`src/rtl/aes_block_loader.sv`:
```
// aes_block_loader: pulls FIFO bytes into 128-bit AES blocks, adds PKCS#7 padding, hands blocks to the core
module aes_block_loader #(
  parameter int NUMBITS  = 8,
  parameter int BLKBYTES = 16,
  parameter int CNTBITS  = 5
) (
  input  logic                          clk,
  input  logic                          rst,
  input  logic                          fifo_empty,
  input  logic [NUMBITS-1:0]            fifo_r_data,
  output logic                          fifo_r_enable,
  input  logic                          pkt_end,
  output logic                          pkt_busy,
  output logic [BLKBYTES*NUMBITS-1:0]   blk_data,
  output logic                          blk_valid,
  input  logic                          blk_ready,
  output logic                          blk_last,
  output logic [7:0]                    blk_idx,
  output logic                          err
);
  typedef enum logic [1:0] {IDLE, FILL, PAD, PRESENT} state_t;
  state_t state;
  logic [CNTBITS-1:0] byte_cnt;
  logic pend;
  logic [NUMBITS-1:0] pad_val;
  assign fifo_r_enable = (state == FILL) && !fifo_empty;
  assign blk_valid = (state == PRESENT);
  assign pkt_busy = pend;
  assign pad_val = NUMBITS'(BLKBYTES) - NUMBITS'(byte_cnt);
  // block assembly FSM with packet-end tracking; byte 0 lands in the top lane
  always_ff @(posedge clk) begin
    if (rst) begin
      state    <= IDLE;
      byte_cnt <= '0;
      pend     <= 1'b0;
      blk_data <= '0;
      blk_last <= 1'b0;
      blk_idx  <= '0;
      err      <= 1'b0;
    end else begin
      if (pkt_end && pend) err <= 1'b1;
      if (pkt_end && !pend) pend <= 1'b1;
      else if (state == PRESENT && blk_ready && blk_last) pend <= 1'b0;
      case (state)
        IDLE: begin
          byte_cnt <= '0;
          blk_idx  <= '0;
          blk_last <= 1'b0;
          state    <= !fifo_empty ? FILL : pend ? PAD : IDLE;
        end
        FILL: begin
          if (!fifo_empty) begin
            for (int i = 0; i < BLKBYTES; i++)
              if (byte_cnt == CNTBITS'(i)) blk_data[(BLKBYTES-1-i)*NUMBITS +: NUMBITS] <= fifo_r_data;
            byte_cnt <= byte_cnt + CNTBITS'(1);
            if (byte_cnt == CNTBITS'(BLKBYTES-1)) begin
              state    <= PRESENT;
              blk_last <= 1'b0;
            end
          end else if (pend) state <= PAD;
        end
        PAD: begin
          for (int i = 0; i < BLKBYTES; i++)
            if (CNTBITS'(i) >= byte_cnt) blk_data[(BLKBYTES-1-i)*NUMBITS +: NUMBITS] <= pad_val;
          state    <= PRESENT;
          blk_last <= 1'b1;
        end
        PRESENT: begin
          if (blk_ready) begin
            state <= blk_last ? IDLE : FILL;
            if (!blk_last) begin
              byte_cnt <= '0;
              blk_idx  <= blk_idx + 8'd1;
            end
          end
        end
        default: state <= IDLE;
      endcase
    end
  end
endmodule

```
`config.mk`:
```
export PLATFORM = sky130hd
export DESIGN_NAME = aes_block_loader
export DESIGN_NICKNAME = d
export VERILOG_FILES = /design/src/rtl/aes_block_loader.sv
export SDC_FILE = /design/constraint.sdc
export NUM_CORES = 1
export LEC_CHECK = 0
export BUFFER_PORTS_ARGS = -buffer_cell sky130_fd_sc_hd__buf_2
export CAP_MARGIN = 20
export CORE_UTILIZATION = 50
export DETAILED_ROUTE_END_ITERATION = 10
export MAX_ROUTING_LAYER = met4
export PLACE_DENSITY_LB_ADDON = 0.12
export SYNTH_ARGS = -nofsm -noshare
export SYNTH_HDL_FRONTEND = slang
export SYNTH_SLANG_ARGS = --single-unit
```
`constraint.sdc`:
```
create_clock -name clk -period 5.13 [get_ports clk]
set_input_delay 0.2565 -clock clk [delete_from_list [all_inputs] [get_ports clk]]
set_output_delay 0.2565 -clock clk [all_outputs]
set_load 0.02 [all_outputs]
```
==> report_table.html <==
<table>
<tr><th>Metric</th><th>Value</th></tr>
<tr><th colspan="2">Place</th></tr>
<tr><td>Placed Cells incl. Taps</td><td>1,028</td></tr>
<tr><td>Count of buffers inserted at the top-level ports</td><td>153</td></tr>
<tr><td>Half-perimeter wire length of the detailed placement result</td><td>12,500 um</td></tr>
<tr><td>Placer Congestion</td><td>0.880</td></tr>
<tr><th colspan="2">Synth</th></tr>
<tr><td>Seq cells post-synth</td><td>146</td></tr>
<tr><td>Cell area after synthesis</td><td>6570 sq um</td></tr>
<tr><td>Mux cell area share after synthesis</td><td>0.0463</td></tr>
<tr><td>Synth Area in Compound Gates</td><td>0.204</td></tr>
<tr><td>Netlist cell types</td><td>60</td></tr>
<tr><td>Number of enable flip-flop cells after synthesis</td><td>0</td></tr>
<tr><td>Share of synthesized cell area in and, or, nand and nor gates</td><td>0.214</td></tr>
<tr><td>Synthesized netlist net count</td><td>785</td></tr>
<tr><td>Largest family of logic cells by synthesized area</td><td>simple AND/OR/NAND/NOR gates</td></tr>
<tr><td>Sequential cell area fraction in the yosys report</td><td>0.445</td></tr>
<tr><td>Number of warnings issued by yosys</td><td>0</td></tr>
<tr><td>Number of cells produced by synthesis</td><td>762</td></tr>
<tr><td>Most used DFF post-synth</td><td>sky130_fd_sc_hd__dfxtp_1</td></tr>
<tr><td>Mean cell area of the mapped netlist</td><td>8.62 sq um</td></tr>
<tr><td>Post-synthesis adder-cell area fraction</td><td>0.0191</td></tr>
<tr><td>Async set-or-reset flop fraction in the synthesized netlist</td><td>0</td></tr>
<tr><td>Post-synthesis xor/xnor area fraction</td><td>0.0107</td></tr>
<tr><th colspan="2">Clock tree</th></tr>
<tr><td>Hold Buf Count CTS</td><td>0</td></tr>
<tr><td>Post-CTS setup buffer count</td><td>0</td></tr>
<tr><td>Clk_lat worst skew</td><td>0.43 ns</td></tr>
<tr><td>Max Buffers Root-to-Sink</td><td>2</td></tr>
<tr><td>TritonCTS buffer count</td><td>17</td></tr>
<tr><td>Root buffer selected by CTS</td><td>sky130_fd_sc_hd__clkbuf_16</td></tr>
<tr><td>H-Tree Level Count</td><td>4</td></tr>
<tr><td>Resized Gates After CTS</td><td>0</td></tr>
<tr><td>Clock slew seen by the registers of the worst setup and hold paths</td><td>0.06 ns</td></tr>
<tr><td>Clock tree from TritonCTS</td><td>yes</td></tr>
<tr><td># clock sinks</td><td>146</td></tr>
<tr><th colspan="2">Timing</th></tr>
<tr><td>Tmin final</td><td>3.05 ns</td></tr>
<tr><td>Endpoints failing setup</td><td>0</td></tr>
<tr><td>Max Clock Freq</td><td>328 MHz</td></tr>
<tr><td>Least-Margin Pin Slew</td><td>1.15 ns</td></tr>
<tr><td>Unrepaired setup endpoints after global routing</td><td>false</td></tr>
<tr><td>Number of pins exceeding their max-slew limit in the final report</td><td>0</td></tr>
<tr><td>TNS Setup</td><td>0 ns</td></tr>
<tr><td>Clock Skew</td><td>0.00913 ns</td></tr>
<tr><td>Number of hold violations in the final report</td><td>0</td></tr>
<tr><td>Worst slew margin</td><td>0.227</td></tr>
<tr><td>Tcrit/Tclk final</td><td>0.595</td></tr>
<tr><th colspan="2">Global routing</th></tr>
<tr><td>Overall overflow remaining after global route</td><td>0</td></tr>
<tr><td>Number of antenna violations at the first check in global routing</td><td>0</td></tr>
<tr><td>Met3 capacity usage during global routing</td><td>0.0747</td></tr>
<tr><td>Vias in the first global route</td><td>5,731</td></tr>
<tr><td>Global Route met2 Usage</td><td>0.459</td></tr>
<tr><td>Global-route layer with the greatest usage</td><td>met2</td></tr>
<tr><td>Maximum number of pins on one net before global-route repair</td><td>80</td></tr>
<tr><td>Total global-route track usage</td><td>0.299</td></tr>
<tr><td>Met1 Resource Use GR</td><td>0.382</td></tr>
<tr><td>Global-route wire length before repair</td><td>30,300 um</td></tr>
<tr><th colspan="2">Setup path</th></tr>
<tr><td>Worst setup EP type</td><td>register</td></tr>
<tr><td>Critical-path cell with the highest stage delay</td><td>sky130_fd_sc_hd__dfxtp_1</td></tr>
<tr><td>Critical-path maximum fanout</td><td>26</td></tr>
<tr><td>Crit-path max cell delay</td><td>0.89 ns</td></tr>
<tr><td>Worst reg2reg setup slack</td><td>2.08 ns</td></tr>
<tr><td>Worst path required time</td><td>5.47 ns</td></tr>
<tr><td>Data arrival time at the worst-slack endpoint</td><td>3.39 ns</td></tr>
<tr><td>Worst setup path class</td><td>register to register</td></tr>
<tr><td>Cell-by-cell trace of the critical path</td><td>inv_1 &gt; ha_1 &gt; and2_1 &gt; ha_1 &gt; o21ai_1 &gt; buf_6 &gt; a211oi_1 &gt; a211oi_1</td></tr>
<tr><td>Kind of launch point of the worst setup path</td><td>register</td></tr>
<tr><th colspan="2">Die</th></tr>
<tr><td>I/O pin count</td><td>154</td></tr>
<tr><td>Core area</td><td>12,700 sq um</td></tr>
<tr><td>Effective utilization at floorplan</td><td>0.516</td></tr>
<tr><td>Die boundary height</td><td>117 um</td></tr>
<tr><td>Horizontal extent of the die</td><td>117 um</td></tr>
<tr><td>Placement Rows</td><td>41</td></tr>
<tr><td>Die outline area</td><td>13,600 sq um</td></tr>
<tr><th colspan="2">Route</th></tr>
<tr><td>Router iterations before antenna repair</td><td>5</td></tr>
<tr><td>Count of routing violations after the opening detailed-route iteration</td><td>532</td></tr>
<tr><td>Final wirelength</td><td>19,100 um</td></tr>
<tr><td>Detailed-route via count</td><td>6,226</td></tr>
<tr><td>Number of routed nets with antenna violations</td><td>0</td></tr>
<tr><td>Drt wl/cell</td><td>18.0 um</td></tr>
<tr><td>DR DRC count</td><td>0</td></tr>
<tr><td>Vias per cell</td><td>5.86</td></tr>
<tr><th colspan="2">Run status</th></tr>
<tr><td>Run status</td><td>finished, final reports clean</td></tr>
<tr><th colspan="2">Power</th></tr>
<tr><td>Switching part of the total</td><td>0.447</td></tr>
<tr><td>Switching power</td><td>2.66 mW</td></tr>
<tr><td>Gate power share</td><td>0.503</td></tr>
<tr><td>Portion of total power attributed to sequential cells</td><td>0.293</td></tr>
<tr><td>Peak supply drop</td><td>0.000344 V</td></tr>
<tr><td>Total leakage power</td><td>3.25 nW</td></tr>
<tr><td>Internal power summed over all cells</td><td>3.29 mW</td></tr>
<tr><td>Pwr dens</td><td>751 nW/um^2</td></tr>
<tr><td>Power share of the clock group</td><td>0.203</td></tr>
<tr><td>Total Power Consumption</td><td>5.94 mW</td></tr>
<tr><th colspan="2">Finish</th></tr>
<tr><td>Layout Nets</td><td>900</td></tr>
<tr><td>Post-Route Utilization</td><td>0.622</td></tr>
<tr><td>Antenna fix cells</td><td>0</td></tr>
<tr><td>Leading cell types in the layout, fill and taps excluded</td><td>169 x sky130_fd_sc_hd__nor3_1, 152 x sky130_fd_sc_hd__buf_2, 146 x sky130_fd_sc_hd__dfxtp_1</td></tr>
<tr><td>Most common cell after layout, fill and taps aside</td><td>sky130_fd_sc_hd__nor3_1</td></tr>
<tr><td>Share of final-layout standard cells stronger than drive strength 1</td><td>0.242</td></tr>
<tr><td>Final instance count without filler cells</td><td>1,062</td></tr>
<tr><td>Area delta synth-&gt;final</td><td>20.6%</td></tr>
<tr><th colspan="2">Job</th></tr>
<tr><td>Total of max-cap violations</td><td>0</td></tr>
<tr><th colspan="2">Hold path</th></tr>
<tr><td>Worst min path class</td><td>input port to register</td></tr>
</table>
## cell families after synthesis
family                   after synthesis
AO/OA/AOI/OAI                        196
adder cells (fa/ha/maj)               10
buffers and inverters                 92
multiplexers                          30
flip-flops                           146
AND/OR/NAND/NOR                      280
XOR/XNOR                               8
## Yosys cell counts, types with 2 or more instances
library cell | instances | area, sq um
sky130_fd_sc_hd__a211oi_1 | 37 | 278
sky130_fd_sc_hd__o21ai_1 | 4 | 20.0
sky130_fd_sc_hd__buf_6 | 3 | 33.8
sky130_fd_sc_hd__nand4_1 | 6 | 37.5
sky130_fd_sc_hd__o211a_1 | 2 | 20.0
sky130_fd_sc_hd__a2111oi_4 | 3 | 82.6
sky130_fd_sc_hd__nor3_1 | 169 | 846
sky130_fd_sc_hd__a31o_2 | 4 | 35.0
sky130_fd_sc_hd__and4_1 | 3 | 26.3
sky130_fd_sc_hd__a31oi_1 | 11 | 68.8
sky130_fd_sc_hd__o2bb2ai_1 | 3 | 26.3
sky130_fd_sc_hd__inv_1 | 28 | 105
sky130_fd_sc_hd__buf_4 | 3 | 22.5
sky130_fd_sc_hd__nand3_1 | 5 | 25.0
sky130_fd_sc_hd__nand2_1 | 14 | 52.6
sky130_fd_sc_hd__nand2b_1 | 7 | 43.8
sky130_fd_sc_hd__o21ai_0 | 4 | 20.0
sky130_fd_sc_hd__a211o_1 | 3 | 26.3
sky130_fd_sc_hd__a21o_1 | 4 | 30.0
sky130_fd_sc_hd__a2111oi_0 | 4 | 35.0
sky130_fd_sc_hd__dfxtp_1 | 146 | 2920
sky130_fd_sc_hd__mux2_2 | 3 | 33.8
sky130_fd_sc_hd__nor3b_1 | 2 | 15.0
sky130_fd_sc_hd__buf_2 | 18 | 90.1
sky130_fd_sc_hd__o31ai_2 | 3 | 37.5
sky130_fd_sc_hd__o31a_1 | 4 | 35.0
sky130_fd_sc_hd__mux2i_1 | 27 | 270
sky130_fd_sc_hd__xnor2_1 | 8 | 70.1
sky130_fd_sc_hd__ha_1 | 10 | 125
sky130_fd_sc_hd__nor4_1 | 8 | 50.1
sky130_fd_sc_hd__and2_1 | 4 | 25.0
sky130_fd_sc_hd__or2_2 | 3 | 18.8
sky130_fd_sc_hd__clkbuf_1 | 39 | 146
sky130_fd_sc_hd__nor2b_1 | 4 | 25.0
sky130_fd_sc_hd__nor2_1 | 47 | 176
sky130_fd_sc_hd__a311oi_1 | 2 | 17.5
sky130_fd_sc_hd__a21oi_1 | 94 | 470
## power groups by stage
stage	Clock [mW]	Sequential [mW]	Combinational, mW
6_report	1.21	1.74	2.99
5_1_grt	1.28	1.78	3.28
4_1_cts	1.22	1.74	2.95
3_5_place_dp	0	1.76	2.94
3_3_place_gp	0	1.74	2.88
2_1_floorplan	0	2.15	1.76
## through the flow
step	worst slack (ns)	hold slack (ns)	cell area, sq um
6_report	2.08	0.0769	7920
5_1_grt	1.90	0.102	7920
4_1_cts	2.11	0.0737	7890
3_5_place_dp	2.14	0.445	7310
3_3_place_gp	1.97	0.445	7300
2_1_floorplan	2.63	0.401	6570
## critical path, delay by kind of cell (launching register included)
family / cells / cell delay, ns
flip-flops: 1 / 0.89
AO/OA/AOI/OAI: 3 / 0.89
adder cells (fa/ha/maj): 2 / 0.57
buffers and inverters: 2 / 0.43
AND/OR/NAND/NOR: 1 / 0.17
## sequential cells by signal, summed over array words and instances, names as in the netlist
| signal | count |
|---|---|
| blk_idx | 8 |
| pkt_busy | 1 |
| byte_cnt | 5 |
| state | 2 |
| err | 1 |
| blk_last | 1 |
| blk_data | 128 |
## layer usage
layer  vias up  share of wire
met4         0          0.018
met3        34          0.071
met2       241           0.47
met5         -              0
li1       3030              -
met1      2921           0.44
## final cells by class
type / instances / area [sq um]
tap: 172 / 215
timing repair buffer: 160 / 837
clock buffer: 20 / 447
clock inverter: 12 / 133
multi-input combinational: 524 / 3260
inverter: 28 / 105
fill: 1164 / 4800
sequential: 146 / 2920
## path summary, 6_finish.rpt
kind,from,endpoint,depth (start not counted)
max reg2reg,byte_cnt[1]$_SDFFE_PP0P_,blk_data[92]$_SDFFE_PP0P_,8
min reg2reg,blk_data[31]$_SDFFE_PP0P_,blk_data[31]$_SDFFE_PP0P_,2
min,pkt_end,err$_SDFFE_PP0P_,3
max,byte_cnt[1]$_SDFFE_PP0P_,blk_data[92]$_SDFFE_PP0P_,8
Note: power is estimated with default switching activity, not from simulation.
